==> src/rtl/gnrl_sync_fifo_pkg.sv <==
// gnrl_sync_fifo_pkg: width helpers shared by the FIFO and its pointer sub-module
package gnrl_sync_fifo_pkg;
  function automatic int cw_of(input int dp);
    return $clog2(dp + 1);
  endfunction
  function automatic int pw_of(input int dp);
    return dp > 1 ? $clog2(dp) : 1;
  endfunction
endpackage

==> src/rtl/gnrl_fifo_ptr.sv <==
// gnrl_fifo_ptr: wrapping 0..DP-1 pointer with increment enable and sync clear
module gnrl_fifo_ptr
  import gnrl_sync_fifo_pkg::*;
#(
  parameter int DP = 4,
  localparam int PW = pw_of(DP)
) (
  input  logic          clk,
  input  logic          clr,
  input  logic          inc,
  output logic [PW-1:0] ptr
);
  always_ff @(posedge clk)
    ptr <= clr ? '0 : !inc ? ptr : ptr == PW'(DP - 1) ? '0 : ptr + 1'b1;
endmodule

==> src/rtl/gnrl_sync_fifo.sv <==
// gnrl_sync_fifo: valid/ready synchronous FIFO, any depth 1..256, zero-masked head output
module gnrl_sync_fifo
  import gnrl_sync_fifo_pkg::*;
#(
  parameter int DW = 32,
  parameter int DP = 4,
  localparam int CW = cw_of(DP),
  localparam int PW = pw_of(DP)
) (
  input  logic          clk,
  input  logic          rst,
  input  logic          i_vld,
  output logic          i_rdy,
  input  logic [DW-1:0] i_dat,
  output logic          o_vld,
  input  logic          o_rdy,
  output logic [DW-1:0] o_dat,
  output logic [CW-1:0] cnt
);
  logic [DW-1:0] mem [DP];
  logic [PW-1:0] rptr, wptr;
  logic          push, pop;
  assign i_rdy = cnt != CW'(DP);
  assign o_vld = cnt != '0;
  assign push  = i_vld & i_rdy;
  assign pop   = o_vld & o_rdy;
  assign o_dat = o_vld ? mem[rptr] : '0;
  gnrl_fifo_ptr #(.DP(DP)) u_wptr (.clk(clk), .clr(rst), .inc(push), .ptr(wptr));
  gnrl_fifo_ptr #(.DP(DP)) u_rptr (.clk(clk), .clr(rst), .inc(pop), .ptr(rptr));
  always_ff @(posedge clk)
    cnt <= rst ? '0 : cnt + CW'(push) - CW'(pop);
  // storage is deliberately left out of reset; o_dat masking hides stale entries
  always_ff @(posedge clk)
    if (push && !rst) mem[wptr] <= i_dat;
endmodule

==> config.mk <==
export PLATFORM = sky130hd
export DESIGN_NAME = gnrl_sync_fifo
export DESIGN_NICKNAME = d
export VERILOG_FILES = /design/src/rtl/gnrl_sync_fifo_pkg.sv /design/src/rtl/gnrl_fifo_ptr.sv /design/src/rtl/gnrl_sync_fifo.sv
export SDC_FILE = /design/constraint.sdc
export NUM_CORES = 1
export LEC_CHECK = 0
export BUFFER_PORTS_ARGS = -buffer_cell sky130_fd_sc_hd__buf_4
export CORE_AREA = 5 5 83 162
export CTS_CLUSTER_SIZE = 10
export DETAILED_ROUTE_END_ITERATION = 16
export DIE_AREA = 0 0 88 167
export SYNTH_ARGS = -nofsm -noshare
export SYNTH_HDL_FRONTEND = slang
export SYNTH_SLANG_ARGS = --single-unit
==> constraint.sdc <==
create_clock -name clk -period 9.62 [get_ports clk]
set_input_delay 0.962 -clock clk [delete_from_list [all_inputs] [get_ports clk]]
set_output_delay 0.962 -clock clk [all_outputs]
set_load 0.02 [all_outputs]
==> results.toml <==
[synthesis]
synth_area_um2 = 5330
ys_ff_latch = 137
yosys.area.top_type = "edfxtp_1"
ys_warn_count = 0
synth_top_area_share_pct = 72.2
synthFlopType = "edfxtp_1"
synth_area_leaders = "edfxtp_1, mux4_2, nor2b_1"
avgSynthCellArea_um2 = 21.2
ys_seq_area_share_pct = 75.6
synth_cell_types = 25
syn_inst = 251
yosysMostFrequentCell = "edfxtp_1"
syn_nets = 295
async_flop_share_pct = 0
yosys-top-cells-count = "edfxtp_1, nor2b_1, mux4_2"
synth_enable_flop_cells = 128

[finish]
multi_input_area_um2 = 1230
seqCellArea_um2 = 4030
drive_gt1_share_pct = 42.5
final_nets = 382
fin_area_um2 = 6620
area_growth_pct = 24.2
fillers = 970
antenna_cells = 0
final_cells = 498

[timing]
finalCritPeriodShare_pct = 35.2
setup_violations = 0
relSlewSlack_pct = 42.8
fmax_mhz = 295
final_hold_viol_count = 0
worstMarginPinSlew_ns = 0.858
fin_tns_setup_ns = 0
fin_crit_ns = 3.39
fin_skew_ns = 0.00521
finalMaxSlewViolations = 0
rsz0062_at_grt = "no"

[routing]
first_pass_iters = 4
avgViaCountPerCell = 5.09
wirelength_um = 9490
avgRoutedWirePerCell_um = 19.1
num_vias = 2533
drcViolationCount = 0
ant_nets = 0
drtIter0Drc = 93

[global_routing]
grt_pass1_vias = 2814
antenna_found_initial = 0
grt_pass1_wl_um = 15000
grt_max_degree = 33
overflow = 0
grt.total_usage_pct = 14.1

[power]
pwr-share-clk_pct = 32.9
power_density_nw_per_um2 = 278
sw_frac_of_total_pct = 28.6
p_comb_share_pct = 26.7
cell_internal_pwr_mw = 1.31
net-switching-power_uw = 525
seq_power_share_pct = 40.4
finalPower_mw = 1.84
ir_worst_vdd_v = 0.000149
p_leak_nw = 2.30

[placed_design]
placed_cells = 466
dp_hpwl_um = 5960
place_congestion = 0.708
numPortBuffers = 72
placed_area_um2 = 6060

[clocking]
clk_latency_ns = 0.40
clockRootBuffer = "clkbuf_16"
cts.path.max_buffers = 2
clk_pin_slew_worst_paths_ns = 0.05
clock_sinks = 137
cts_setup_buffers = 0
cts_resized = 0
postCtsHoldBufs = 0
cts_tree = "done"
htreeDepth = 4
numCtsBuffers = 17

[floorplanning]
initial_core_util_pct = 44.2
coreArea_um2 = 12100
fp.dieW_um = 88
ios = 73
die_height_um = 167
rows = 57
dieArea_um2 = 14700

[worst_setup_path]
cpMaxStageDelayCell = "dfxtp_2"
cpLargestDelayFamily = "flip-flops"
timing.rr.end = "cnt[2]$_SDFF_PP0_"
path_class = "reg2out"
worst-endpoint-required_ns = 8.66
crit_arrival_ns = 2.43
cp_cell_sequence = "buf_4 > mux4_2 > nor2b_1 > buf_4"
ff2ff_path_depth = 10
worstSetupStartpointType = "flop"
cpPeakStageDelay_ns = 0.66
rr_startpoint = "cnt[1]$_SDFF_PP0_"
crit_path_end_kind = "output pin"
rrSetupSlack_ns = 7.14
crit_fanout = 19
cp_common_cell = "buf_4"
cp_num_buf_inv = 2

[worst_hold_path]
worstHoldStart = "u_rptr.ptr[0]$_SDFFE_PP0N_"
min_path_cells = 2
hp-class = "reg2reg"

[run_status]
status = "complete, no violations"

[run]
maxCapViolations = 0
==> cell families after synthesis <==
kind of cell	after synthesis	synth area share, %
compound gates	2	0.235
xor+xnor	1	0.165
fa+ha+maj	8	2.02
buf+inv	17	1.83
flops	137	75.6
mux	35	14.1
simple gates	51	6.06
==> worst reg2reg max path: cells and delay by family, from the launching register on <==
family	cells	cell delay (ns)
simple gates	2	0.29
fa+ha+maj	3	0.78
compound gates	1	0.58
flops	1	0.40
buf+inv	3	0.20
xor+xnor	1	0.16
==> final cells by class <==
class	instances	share of cell area, %
clock buffers	17	6.43
repair buffers	79	8.96
multi-input cells	97	18.6
inverters	6	0.340
flip-flops and latches	137	60.9
clock inverters	15	2.04
well taps	147	2.78
==> power groups by stage <==
| stage | sequential, mW | combinational (mW) | clock [mW] |
|---|---|---|---|
| global route | 0.750 | 0.529 | 0.646 |
| CTS | 0.744 | 0.505 | 0.618 |
| finish | 0.741 | 0.491 | 0.605 |
| detailed placement | 0.757 | 0.503 | 0 |
| floorplan | 0.735 | 0.332 | 0 |
| global placement | 0.754 | 0.502 | 0 |
==> placed cells by master, fill, tap and decap left out, types with 2 or more instances in the layout <==
cell and count:
buf_4 79, bufinv_16 2, clkbuf_16 17, clkinv_1 4, clkinv_2 4, clkinv_4 2
clkinvlp_4 3, dfxtp_1 7, dfxtp_2 2, edfxtp_1 128, ha_1 7, inv_1 6
mux2i_1 2, mux4_2 32, nand2b_1 2, nor2_1 4, nor2b_1 33, nor3_1 2
nor3b_2 4
==> layer usage <==
metal | vias to the layer above | track usage, % | share of wire, %
met5 | - | 0 | 0
met4 | 0 | 5.61 | 1.4
met3 | 10 | 3.95 | 4.5
met2 | 57 | 25.8 | 59
met1 | 1297 | 14.7 | 35
li1 | 1169 | - | -
==> flip-flops by register name (all words and copies together), names as in the netlist, named ones only <==
signal	cells
u_wptr.ptr	2
mem	128
u_rptr.ptr	2
cnt	3
==> worst max-delay path by stage <==
stage	from	to	slack, ns	cells past startpoint
after floorplan	rst	mem[2][0]$_DFFE_PP_	5.57	2
after detailed placement	flop	o_dat[26]	6.56	4
after global placement	flop	o_dat[26]	6.56	4
final	flop	o_dat[0]	6.23	4
after global routing	flop	o_dat[27]	6.02	4
after CTS	flop	o_dat[26]	6.12	4
==> through the flow <==
stage / setup slack, ns / hold slack (ns) / util (%)
6_report: 6.23 / 0.497 / 54.9
5_1_grt: 6.02 / 0.538 / 54.9
4_1_cts: 6.12 / 0.504 / 54.9
3_5_place_dp: 6.56 / 0.497 / 50.2
3_3_place_gp: 6.56 / 0.490 / 50.2
2_1_floorplan: 5.57 / 0.463 / -
Note: power is estimated with default switching activity, not from simulation.
